<file path="src/rtl/ppi_pkg.sv">
// Shared definitions for the 8255A-style PPI read/write controller:
// FSM encodings, register addresses and control-word field positions.
package ppi_pkg;

  typedef enum logic [1:0] {
    IDLE   = 2'd0,
    READ   = 2'd1,
    WRITE  = 2'd2,
    COMMIT = 2'd3
  } state_e;

  localparam logic [1:0] ADDR_A    = 2'd0;
  localparam logic [1:0] ADDR_B    = 2'd1;
  localparam logic [1:0] ADDR_C    = 2'd2;
  localparam logic [1:0] ADDR_CTRL = 2'd3;

  localparam logic [7:0] CTRL_RESET_DEFAULT = 8'h9B;

  localparam int MODE_FLAG   = 7;
  localparam int BSR_BIT_MSB = 3;
  localparam int BSR_BIT_LSB = 1;
  localparam int BSR_VAL_POS = 0;

  function automatic logic [2:0] port_onehot(input logic [1:0] addr);
    logic [2:0] sel;
    case (addr)
      ADDR_A:  sel = 3'b001;
      ADDR_B:  sel = 3'b010;
      ADDR_C:  sel = 3'b100;
      default: sel = 3'b000;
    endcase
    return sel;
  endfunction

endpackage

</file>
<file path="src/rtl/ppi_sync.sv">
// N-stage synchronizer for asynchronous CPU-side pins; resets to all-ones
// so active-low strobes read as inactive. STAGES=0 passes inputs straight through.
module ppi_sync #(
  parameter int STAGES = 2,
  parameter int WIDTH  = 1
) (
  input  logic             clk,
  input  logic             reset,
  input  logic [WIDTH-1:0] d,
  output logic [WIDTH-1:0] q
);

  if (STAGES == 0) begin : g_bypass
    assign q = d;
  end else begin : g_chain
    logic [STAGES*WIDTH-1:0] chain_q;
    logic [STAGES*WIDTH-1:0] chain_d;

    always_comb begin
      chain_d = chain_q;
      chain_d[WIDTH-1:0] = d;
      for (int i = 1; i < STAGES; i++) begin
        chain_d[i*WIDTH +: WIDTH] = chain_q[(i-1)*WIDTH +: WIDTH];
      end
    end

    always_ff @(posedge clk) begin
      if (reset) begin
        chain_q <= '1;
      end else begin
        chain_q <= chain_d;
      end
    end

    assign q = chain_q[(STAGES-1)*WIDTH +: WIDTH];
  end

endmodule

</file>
<file path="src/rtl/ppi_rw_control.sv">
// PPI read/write sequencer: steers the data buffer, issues one-cycle port
// write strobes, holds the control word and decodes port C bit set/reset.
module ppi_rw_control
  import ppi_pkg::*;
#(
  parameter int         SYNC_STAGES = 2,
  parameter logic [7:0] CTRL_RESET  = CTRL_RESET_DEFAULT
) (
  input  logic       clk,
  input  logic       reset,
  input  logic       cs_n,
  input  logic       rd_n,
  input  logic       wr_n,
  input  logic [1:0] a,
  input  logic [7:0] din,
  output logic       buf_dir,
  output logic       rd_en,
  output logic [1:0] rd_sel,
  output logic [2:0] wr_stb,
  output logic [7:0] wr_data,
  output logic [7:0] ctrl_word,
  output logic       mode_stb,
  output logic       bsr_stb,
  output logic [2:0] bsr_bit,
  output logic       bsr_val,
  output logic       err_stb
);

  logic [2:0] strb_s;
  logic [1:0] s_a;
  logic       s_cs, s_rd, s_wr;

  ppi_sync #(.STAGES(SYNC_STAGES), .WIDTH(3)) u_sync_strb (
    .clk   (clk),
    .reset (reset),
    .d     ({cs_n, rd_n, wr_n}),
    .q     (strb_s)
  );

  ppi_sync #(.STAGES(SYNC_STAGES), .WIDTH(2)) u_sync_addr (
    .clk   (clk),
    .reset (reset),
    .d     (a),
    .q     (s_a)
  );

  assign s_cs = strb_s[2];
  assign s_rd = strb_s[1];
  assign s_wr = strb_s[0];

  state_e     state_q, state_d;
  logic [1:0] rd_sel_q, rd_sel_d;
  logic       buf_dir_q, buf_dir_d;
  logic       rd_en_q, rd_en_d;
  logic [2:0] wr_stb_q, wr_stb_d;
  logic [7:0] wr_data_q, wr_data_d;
  logic [1:0] wr_addr_q, wr_addr_d;
  logic [7:0] ctrl_word_q, ctrl_word_d;
  logic       mode_stb_q, mode_stb_d;
  logic       bsr_stb_q, bsr_stb_d;
  logic [2:0] bsr_bit_q, bsr_bit_d;
  logic       bsr_val_q, bsr_val_d;
  logic       err_stb_q, err_stb_d;
  logic       err_lock_q, err_lock_d;
  logic       illegal_s;

  assign illegal_s = !s_cs && !s_rd && !s_wr;

  always_comb begin
    state_d     = state_q;
    rd_sel_d    = rd_sel_q;
    buf_dir_d   = 1'b1;
    rd_en_d     = 1'b0;
    wr_stb_d    = 3'b000;
    wr_data_d   = wr_data_q;
    wr_addr_d   = wr_addr_q;
    ctrl_word_d = ctrl_word_q;
    mode_stb_d  = 1'b0;
    bsr_stb_d   = 1'b0;
    bsr_bit_d   = bsr_bit_q;
    bsr_val_d   = bsr_val_q;
    err_stb_d   = 1'b0;
    err_lock_d  = 1'b0;

    case (state_q)
      IDLE: begin
        // A held rd+wr collision flags once, not on every cycle it persists.
        if (illegal_s) begin
          err_stb_d  = !err_lock_q;
          err_lock_d = 1'b1;
        end else if (!s_cs && !s_rd) begin
          state_d  = READ;
          rd_sel_d = s_a;
          if (s_a == ADDR_CTRL) begin
            err_stb_d = 1'b1;
          end else begin
            buf_dir_d = 1'b0;
            rd_en_d   = 1'b1;
          end
        end else if (!s_cs && !s_wr) begin
          state_d   = WRITE;
          wr_data_d = din;
          wr_addr_d = s_a;
        end else begin
          state_d = IDLE;
        end
      end

      READ: begin
        if (s_rd || s_cs) begin
          state_d = IDLE;
        end else if (rd_sel_q != ADDR_CTRL) begin
          buf_dir_d = 1'b0;
          rd_en_d   = 1'b1;
        end else begin
          state_d = READ;
        end
      end

      WRITE: begin
        // Commit uses the data/address captured while the strobe was still low.
        if (s_wr) begin
          state_d = COMMIT;
          if (wr_addr_q != ADDR_CTRL) begin
            wr_stb_d = port_onehot(wr_addr_q);
          end else if (wr_data_q[MODE_FLAG]) begin
            ctrl_word_d = wr_data_q;
            mode_stb_d  = 1'b1;
          end else begin
            bsr_stb_d = 1'b1;
            bsr_bit_d = wr_data_q[BSR_BIT_MSB:BSR_BIT_LSB];
            bsr_val_d = wr_data_q[BSR_VAL_POS];
          end
        end else if (s_cs) begin
          state_d   = IDLE;
          err_stb_d = 1'b1;
        end else begin
          wr_data_d = din;
          wr_addr_d = s_a;
        end
      end

      COMMIT: begin
        state_d = IDLE;
      end

      default: begin
        state_d = IDLE;
      end
    endcase
  end

  always_ff @(posedge clk) begin
    if (reset) begin
      state_q     <= IDLE;
      rd_sel_q    <= 2'd0;
      buf_dir_q   <= 1'b1;
      rd_en_q     <= 1'b0;
      wr_stb_q    <= 3'b000;
      wr_data_q   <= 8'h00;
      wr_addr_q   <= ADDR_A;
      ctrl_word_q <= CTRL_RESET;
      mode_stb_q  <= 1'b0;
      bsr_stb_q   <= 1'b0;
      bsr_bit_q   <= 3'd0;
      bsr_val_q   <= 1'b0;
      err_stb_q   <= 1'b0;
      err_lock_q  <= 1'b0;
    end else begin
      state_q     <= state_d;
      rd_sel_q    <= rd_sel_d;
      buf_dir_q   <= buf_dir_d;
      rd_en_q     <= rd_en_d;
      wr_stb_q    <= wr_stb_d;
      wr_data_q   <= wr_data_d;
      wr_addr_q   <= wr_addr_d;
      ctrl_word_q <= ctrl_word_d;
      mode_stb_q  <= mode_stb_d;
      bsr_stb_q   <= bsr_stb_d;
      bsr_bit_q   <= bsr_bit_d;
      bsr_val_q   <= bsr_val_d;
      err_stb_q   <= err_stb_d;
      err_lock_q  <= err_lock_d;
    end
  end

  assign buf_dir   = buf_dir_q;
  assign rd_en     = rd_en_q;
  assign rd_sel    = rd_sel_q;
  assign wr_stb    = wr_stb_q;
  assign wr_data   = wr_data_q;
  assign ctrl_word = ctrl_word_q;
  assign mode_stb  = mode_stb_q;
  assign bsr_stb   = bsr_stb_q;
  assign bsr_bit   = bsr_bit_q;
  assign bsr_val   = bsr_val_q;
  assign err_stb   = err_stb_q;

endmodule

</file>
<file path="config.mk">
export PLATFORM = sky130hd
export DESIGN_NAME = ppi_rw_control
export DESIGN_NICKNAME = d
export VERILOG_FILES = /design/src/rtl/ppi_pkg.sv /design/src/rtl/ppi_sync.sv /design/src/rtl/ppi_rw_control.sv
export SDC_FILE = /design/constraint.sdc
export NUM_CORES = 1
export LEC_CHECK = 0
export CAP_MARGIN = 25
export CORE_MARGIN = 4
export CORE_UTILIZATION = 30
export DETAILED_ROUTE_END_ITERATION = 16
export GPL_TIMING_DRIVEN = 0
export PLACE_DENSITY = 0.57
export SYNTH_ARGS = -nofsm -noshare
export SYNTH_HDL_FRONTEND = slang
export SYNTH_HIERARCHICAL = 1
export SYNTH_SLANG_ARGS = --single-unit
</file>
<file path="constraint.sdc">
create_clock -name clk -period 1.4 [get_ports clk]
set_input_delay 0.14 -clock clk [delete_from_list [all_inputs] [get_ports clk]]
set_output_delay 0.14 -clock clk [all_outputs]
set_load 0.01 [all_outputs]
</file>
==> results.py, run 1 <==
metrics = {
    "floorplanning": {
        "dieArea_mm2": 0.00695,
        "fp-row-count": 27,
        "die_y_um": 83.3,
        "ios": 45,
        "dieWidth_um": 83.3,
        "start_util": 0.309,
        "coreArea_mm2": 0.00551,
    },
    "power_and_ir_drop": {
        "vdd.ir_drop.worst_mv": 0.591,
        "comb_power_share": 0.061,
        "seq_power_share": 0.517,
        "finalPower_mw": 2.47,
        "intPower_mw": 1.99,
        "p_sw_mw": 0.487,
        "clockPowerShare": 0.422,
        "swShare": 0.197,
        "power.density_mw_per_mm2": 1040,
        "leakagePower_nw": 0.973,
    },
    "cts": {
        "htree_levels": 2,
        "cts_buffer_depth": 2,
        "clock-root-buffer": "clkbuf_8",
        "cts_buffers": 5,
        "ctsHoldBuffers": 0,
        "tritoncts": "done",
        "insertion_delay_ns": 0.29,
        "path_clk_slew_ns": 0.08,
        "cts_num_sinks": 44,
    },
    "layout": {
        "stdcell_area_mm2": 0.00238,
        "fillers": 539,
        "drive_above_1_share": 0.123,
        "antenna-diode-count": 0,
        "final_nets": 226,
        "final_util": 0.433,
        "syn_to_final_growth_pct": 40.0,
        "final_cells": 284,
    },
    "hold_path": {
        "min-delay-start": "reset",
        "hp-class": "in2reg",
        "min_to": "u_sync_strb/g_chain.chain_q[4]",
        "min_path_cells": 2,
    },
    "sta": {
        "grt_setup_unrepaired": "false",
        "finClkSkew_ns": 0.0103,
        "timing.hold.ws_ns": 0.286,
        "tns_ns": 0,
        "maxSlewViolCount": 0,
        "setup_viol": 0,
        "period_minus_slack_ns": 1.35,
        "fin_ws_ns": 0.0491,
        "period_share": 0.965,
        "fmax_mhz": 740,
        "finalHoldViolCount": 0,
    },
    "detailed_routing": {
        "viasPerCell": 4.24,
        "drc_errors": 0,
        "ant_nets": 0,
        "vias": 1204,
        "wl_um": 3360,
        "drt-pass1-iter-count": 3,
        "initialDrtViolationCount": 48,
        "wl_per_cell_um": 11.8,
    },
    "setup_path": {
        "critical_path_class": "reg2out",
        "worstPathArrival_ns": 1.21,
        "critPathSlowestCell": "clkdlybuf4s50_1",
        "r2r_end": "err_stb",
        "cp_max_fo": 4,
        "cp.required_ns": 1.26,
        "cp_cell_sequence": "clkdlybuf4s50_1",
        "reg2reg_depth": 4,
        "regToRegStartpoint": "u_sync_strb/g_chain.chain_q[4]",
        "crit_buf_inv": 1,
        "reg2reg_setup_slack_ns": 0.05,
        "cp-start-kind": "flop",
        "cp_slowest_stage_delay_ns": 0.55,
        "setup.worst_path.end_class": "output port",
        "cp_top_family": "buffers and inverters",
    },
    "yosys": {
        "synthTopCellsByArea": "dfxtp_1 (52%), mux2i_1 (14%), nand2b_1 (11%)",
        "ys_ff_latch": 44,
        "yosysMostFrequentCell": "dfxtp_1",
        "ys_types": 32,
        "synthTopCellsByCount": "dfxtp_1 (44), nand2b_1 (29), mux2i_1 (23)",
        "async_flop_share": 0,
        "avgSynthCellArea_um2": 10.5,
        "synth_flop_cell": "dfxtp_1",
        "synth-edff-count": 0,
        "synth_top_cell_by_area": "dfxtp_1",
        "synth_warnings": 6,
        "seq_area_frac_synth": 0.517,
        "synth_nets": 177,
        "netlist_instances": 162,
        "syn_area_mm2": 0.00170,
        "synth_top_area_frac": 0.517,
    },
    "flow_run": {
        "maxCapViolations": 0,
    },
    "global_route": {
        "grt_pass1_wl_um": 5650,
        "grt_start_max_net_pins": 14,
        "antenna_found_initial": 0,
        "grt_pass1_vias": 1193,
        "grt_usage": 0.102,
        "grt_overflow": 0,
    },
    "placed_design": {
        "gp_congestion": 0.745,
        "portBuffers": 43,
        "placed_area_mm2": 0.00222,
        "dpl.cell_count": 277,
        "pre_cts_ws_ns": -0.365,
        "place_hpwl_um": 2470,
    },
    "status": {
        "status": "finished clean",
    },
}
==> worst max-delay path by stage <==
stage,start,depth (start not counted),slack [ns],to
after floorplan,u_sync_strb/g_chain.chain_q[3],4,0.02,wr_data[0]
after global placement,reset,5,-0.37,wr_data[4]
after detailed placement,reset,5,-0.36,wr_data[0]
after CTS,rd_sel[1],1,0.001,rd_sel[1]
after global routing,wr_data[7],1,0.003,wr_data[7]
final,wr_data[7],1,0.05,wr_data[7]
==> sequential cells by signal, indices dropped and copies added, names as in the netlist, 2 cells and up <==
name	count
wr_data	8
ctrl_word	7
u_sync_strb/g_chain.chain_q	6
u_sync_addr/g_chain.chain_q	4
bsr_bit	3
wr_stb	3
rd_sel	2
state_q	2
wr_addr_q	2
==> what timing repair did <==
action	CTS	global route
endpoints found under the setup margin	22	29
setup buffers	1	0
pin swaps	1	1
resized for setup	4	8
==> per-layer routing <==
| metal | GRT usage | vias up | wire length [µm] |
|---|---|---|---|
| li1 | - | 636 | - |
| met1 | 0.132 | 535 | 1670 |
| met2 | 0.158 | 28 | 1480 |
| met3 | 0.0298 | 5 | 168 |
| met4 | 0.0446 | 0 | 51 |
| met5 | 0 | - | 0 |
==> final cells by class <==
| type | instances | area, µm² | area share |
|---|---|---|---|
| Sequential cell | 44 | 881 | 0.370 |
| Buffer | 13 | 93.8 | 0.0394 |
| Clock inverter | 1 | 30.0 | 0.0126 |
| Tap cell | 72 | 90.1 | 0.0378 |
| Clock buffer | 7 | 96.3 | 0.0404 |
| Timing Repair Buffer | 44 | 463 | 0.194 |
| Multi-Input combinational cell | 102 | 726 | 0.304 |
| Inverter | 1 | 3.75 | 0.00157 |
==> layout by cell type, fill, tap and decap left out, drive strengths merged, types with 5 or more instances in the layout <==
cell type,instances
dlymetal6s2s,5
clkbuf,10
dfxtp,44
clkdlybuf4s50,38
nor2,12
mux2i,23
buf,11
or2,10
nand2b,29
==> cell families (layout without fill, tap and decap cells) <==
kind of cell	after synthesis	count (layout)	synth area share
buf+inv	16	66	0.0595
flops	44	44	0.517
mux	23	23	0.135
compound gates	6	6	0.0272
simple gates	72	72	0.259
other cells	1	1	0.00220
==> power groups by stage <==
stage / clock [mW] / combinational (mW) / sequential (mW)
after global routing: 1.13 / 0.166 / 1.28
after floorplan: 0 / 0.0832 / 1.31
after detailed placement: 0 / 0.154 / 1.31
final: 1.04 / 0.152 / 1.28
after CTS: 1.08 / 0.156 / 1.28
after global placement: 0 / 0.154 / 1.31
Power figures use the tool's default switching activity.
==> run 2, diff against run 1 <==
Settings changed: PLACE_DENSITY 0.57 to 0.55.
Clock period 1.4 ns to 1.75 ns, I/O delays scaled along.
==> run 2 against run 1 <==
Effect of this change: combinational power down 20%; sequential share of layout area up 0.53 points; first-iteration DRC count down 10%; final cell count up 0.35%; via count about the same; clock power down 19%; critical path type is now reg2reg.
==> results.py, run 2 (synthesis results as in run 1) <==
metrics = {
    "status": {
        "status": "finished clean",
    },
    "sta": {
        "period_minus_slack_ns": 1.61,
        "grt_setup_unrepaired": "false",
        "finalHoldViolCount": 0,
        "relSlewSlack": 0.480,
        "maxSlewViolCount": 0,
        "finClkSkew_ns": 0.00694,
        "fmax_mhz": 621,
        "worst_slew_pin_slew_ns": 0.774,
        "fin_ws_ns": 0.141,
        "setup_viol": 0,
        "period_share": 0.920,
    },
    "global_route": {
        "met2_usage": 0.175,
        "grt_pass1_vias": 1261,
        "antenna_found_initial": 0,
        "grtUsageMet3": 0.0427,
        "grt_start_max_net_pins": 14,
        "grt_overflow": 0,
        "grt_pass1_wl_um": 5930,
        "grt.busiest_layer": "met2",
        "grt_util_met1": 0.124,
        "grt_usage": 0.106,
    },
    "detailed_routing": {
        "initialDrtViolationCount": 43,
        "wl_per_cell_um": 12.1,
        "drt-pass1-iter-count": 4,
        "viasPerCell": 4.23,
        "wl_um": 3440,
        "ant_nets": 0,
        "vias": 1205,
        "drc_errors": 0,
    },
    "floorplanning": {
        "die_y_um": 83.3,
        "dieArea_mm2": 0.00695,
        "ios": 45,
        "dieWidth_um": 83.3,
        "start_util": 0.309,
        "coreArea_mm2": 0.00551,
        "fp-row-count": 27,
    },
    "layout": {
        "final_util": 0.427,
        "fillers": 554,
        "drive_above_1_share": 0.113,
        "final_nets": 227,
        "antenna-diode-count": 0,
        "syn_to_final_growth_pct": 38.0,
        "final_common_cell": "dfxtp_1",
        "final_cell_mix": "dfxtp_1 (44), clkdlybuf4s50_1 (43), nand2b_1 (29)",
        "largest_reg_flops": 8,
    },
    "flow_run": {
        "maxCapViolations": 0,
    },
    "setup_path": {
        "critical_path_class": "reg2reg",
        "cp-start-kind": "flop",
        "reg2reg_depth": 4,
        "cp.required_ns": 1.97,
        "r2r_end": "wr_data[5]",
        "setup.worst_path.end_class": "flop",
        "endpoint": "wr_data[5]",
        "crit_path_start": "u_sync_strb/g_chain.chain_q[3]",
        "cp_max_fo": 9,
        "reg2reg_setup_slack_ns": 0.14,
        "worstPathArrival_ns": 1.83,
        "regToRegStartpoint": "u_sync_strb/g_chain.chain_q[3]",
    },
    "placed_design": {
        "place_hpwl_um": 2500,
        "pre_cts_ws_ns": -0.126,
        "portBuffers": 43,
        "gp_congestion": 0.733,
    },
    "power_and_ir_drop": {
        "comb_power_share": 0.061,
        "seq_power_share": 0.516,
        "p_sw_mw": 0.394,
        "clockPowerShare": 0.423,
        "finalPower_mw": 1.98,
        "vdd.ir_drop.worst_mv": 0.359,
        "power.density_mw_per_mm2": 844,
        "intPower_mw": 1.59,
        "leakagePower_nw": 0.879,
        "swShare": 0.199,
    },
    "cts": {
        "post_cts_buffers": 0,
        "path_clk_slew_ns": 0.08,
        "insertion_delay_ns": 0.29,
        "post_cts_resized": 0,
        "cts_num_sinks": 44,
        "tritoncts": "done",
        "htree_levels": 2,
        "clock-root-buffer": "clkbuf_8",
        "ctsHoldBuffers": 0,
        "cts_buffers": 5,
        "cts_buffer_depth": 2,
    },
    "hold_path": {
        "min_path_cells": 1,
        "hp-class": "reg2reg",
    },
}
run 2: per-layer routing:
layer,wire (µm),vias to the layer above
met2,1610,27
met4,47,0
li1,-,626
met5,0,-
met3,180,4
met1,1600,548
run 2: final cells by class:
type | count | area, µm² | area share
inverter | 1 | 3.75 | 0.00160
multi-input combinational | 102 | 721 | 0.307
timing repair buffer | 43 | 430 | 0.183
buffer | 15 | 97.6 | 0.0415
clock inverter | 1 | 30.0 | 0.0128
clock buffer | 7 | 96.3 | 0.0410
sequential | 44 | 881 | 0.375
tap | 72 | 90.1 | 0.0383
run 2: per-stage QoR:
stage / hold slack, ns / cell area (µm²) / TNS (ns) / instances
6_report: 0.405 / 2350 / 0 / 285
5_1_grt: 0.417 / 2350 / 0 / 285
4_1_cts: 0.409 / 2350 / 0 / 285
3_5_place_dp: 0.389 / 2220 / -1.35 / 277
3_3_place_gp: 0.387 / 2220 / -1.08 / 277
2_1_floorplan: 0.272 / 1700 / 0 / 162
run 2: worst max-delay path: stages, from the launching register on:
cell	delay, ns
dfxtp_1	0.30
buf_4	0.12
buf_4	0.16
nor4_4	0.70
mux2i_1	0.27
run 2: worst min-delay path by stage:
| stage | start | to | slack, ns |
|---|---|---|---|
| 3_5_place_dp | u_sync_strb/g_chain.chain_q[0] | u_sync_strb/g_chain.chain_q[3] | 0.39 |
| 4_1_cts | u_sync_strb/g_chain.chain_q[0] | u_sync_strb/g_chain.chain_q[3] | 0.41 |
| 2_1_floorplan | a[0] | u_sync_addr/g_chain.chain_q[0] | 0.27 |
| 6_report | u_sync_strb/g_chain.chain_q[0] | u_sync_strb/g_chain.chain_q[3] | 0.41 |
| 3_3_place_gp | u_sync_strb/g_chain.chain_q[0] | u_sync_strb/g_chain.chain_q[3] | 0.39 |
| 5_1_grt | wr_n | u_sync_strb/g_chain.chain_q[0] | 0.42 |
run 2: power by group through the flow:
stage	Sequential [mW]	Clock [mW]	Combinational, mW
2_1_floorplan	1.05	0	0.0665
3_3_place_gp	1.05	0	0.123
3_5_place_dp	1.05	0	0.124
4_1_cts	1.02	0.862	0.124
5_1_grt	1.03	0.903	0.136
6_report	1.02	0.840	0.121
==> run 3, diff against run 2 <==
Settings changed: HOLD_SLACK_MARGIN set to 0.1.
==> results of run 3 <==
The final DEF is identical to that of run 2; final timing and power are the same.
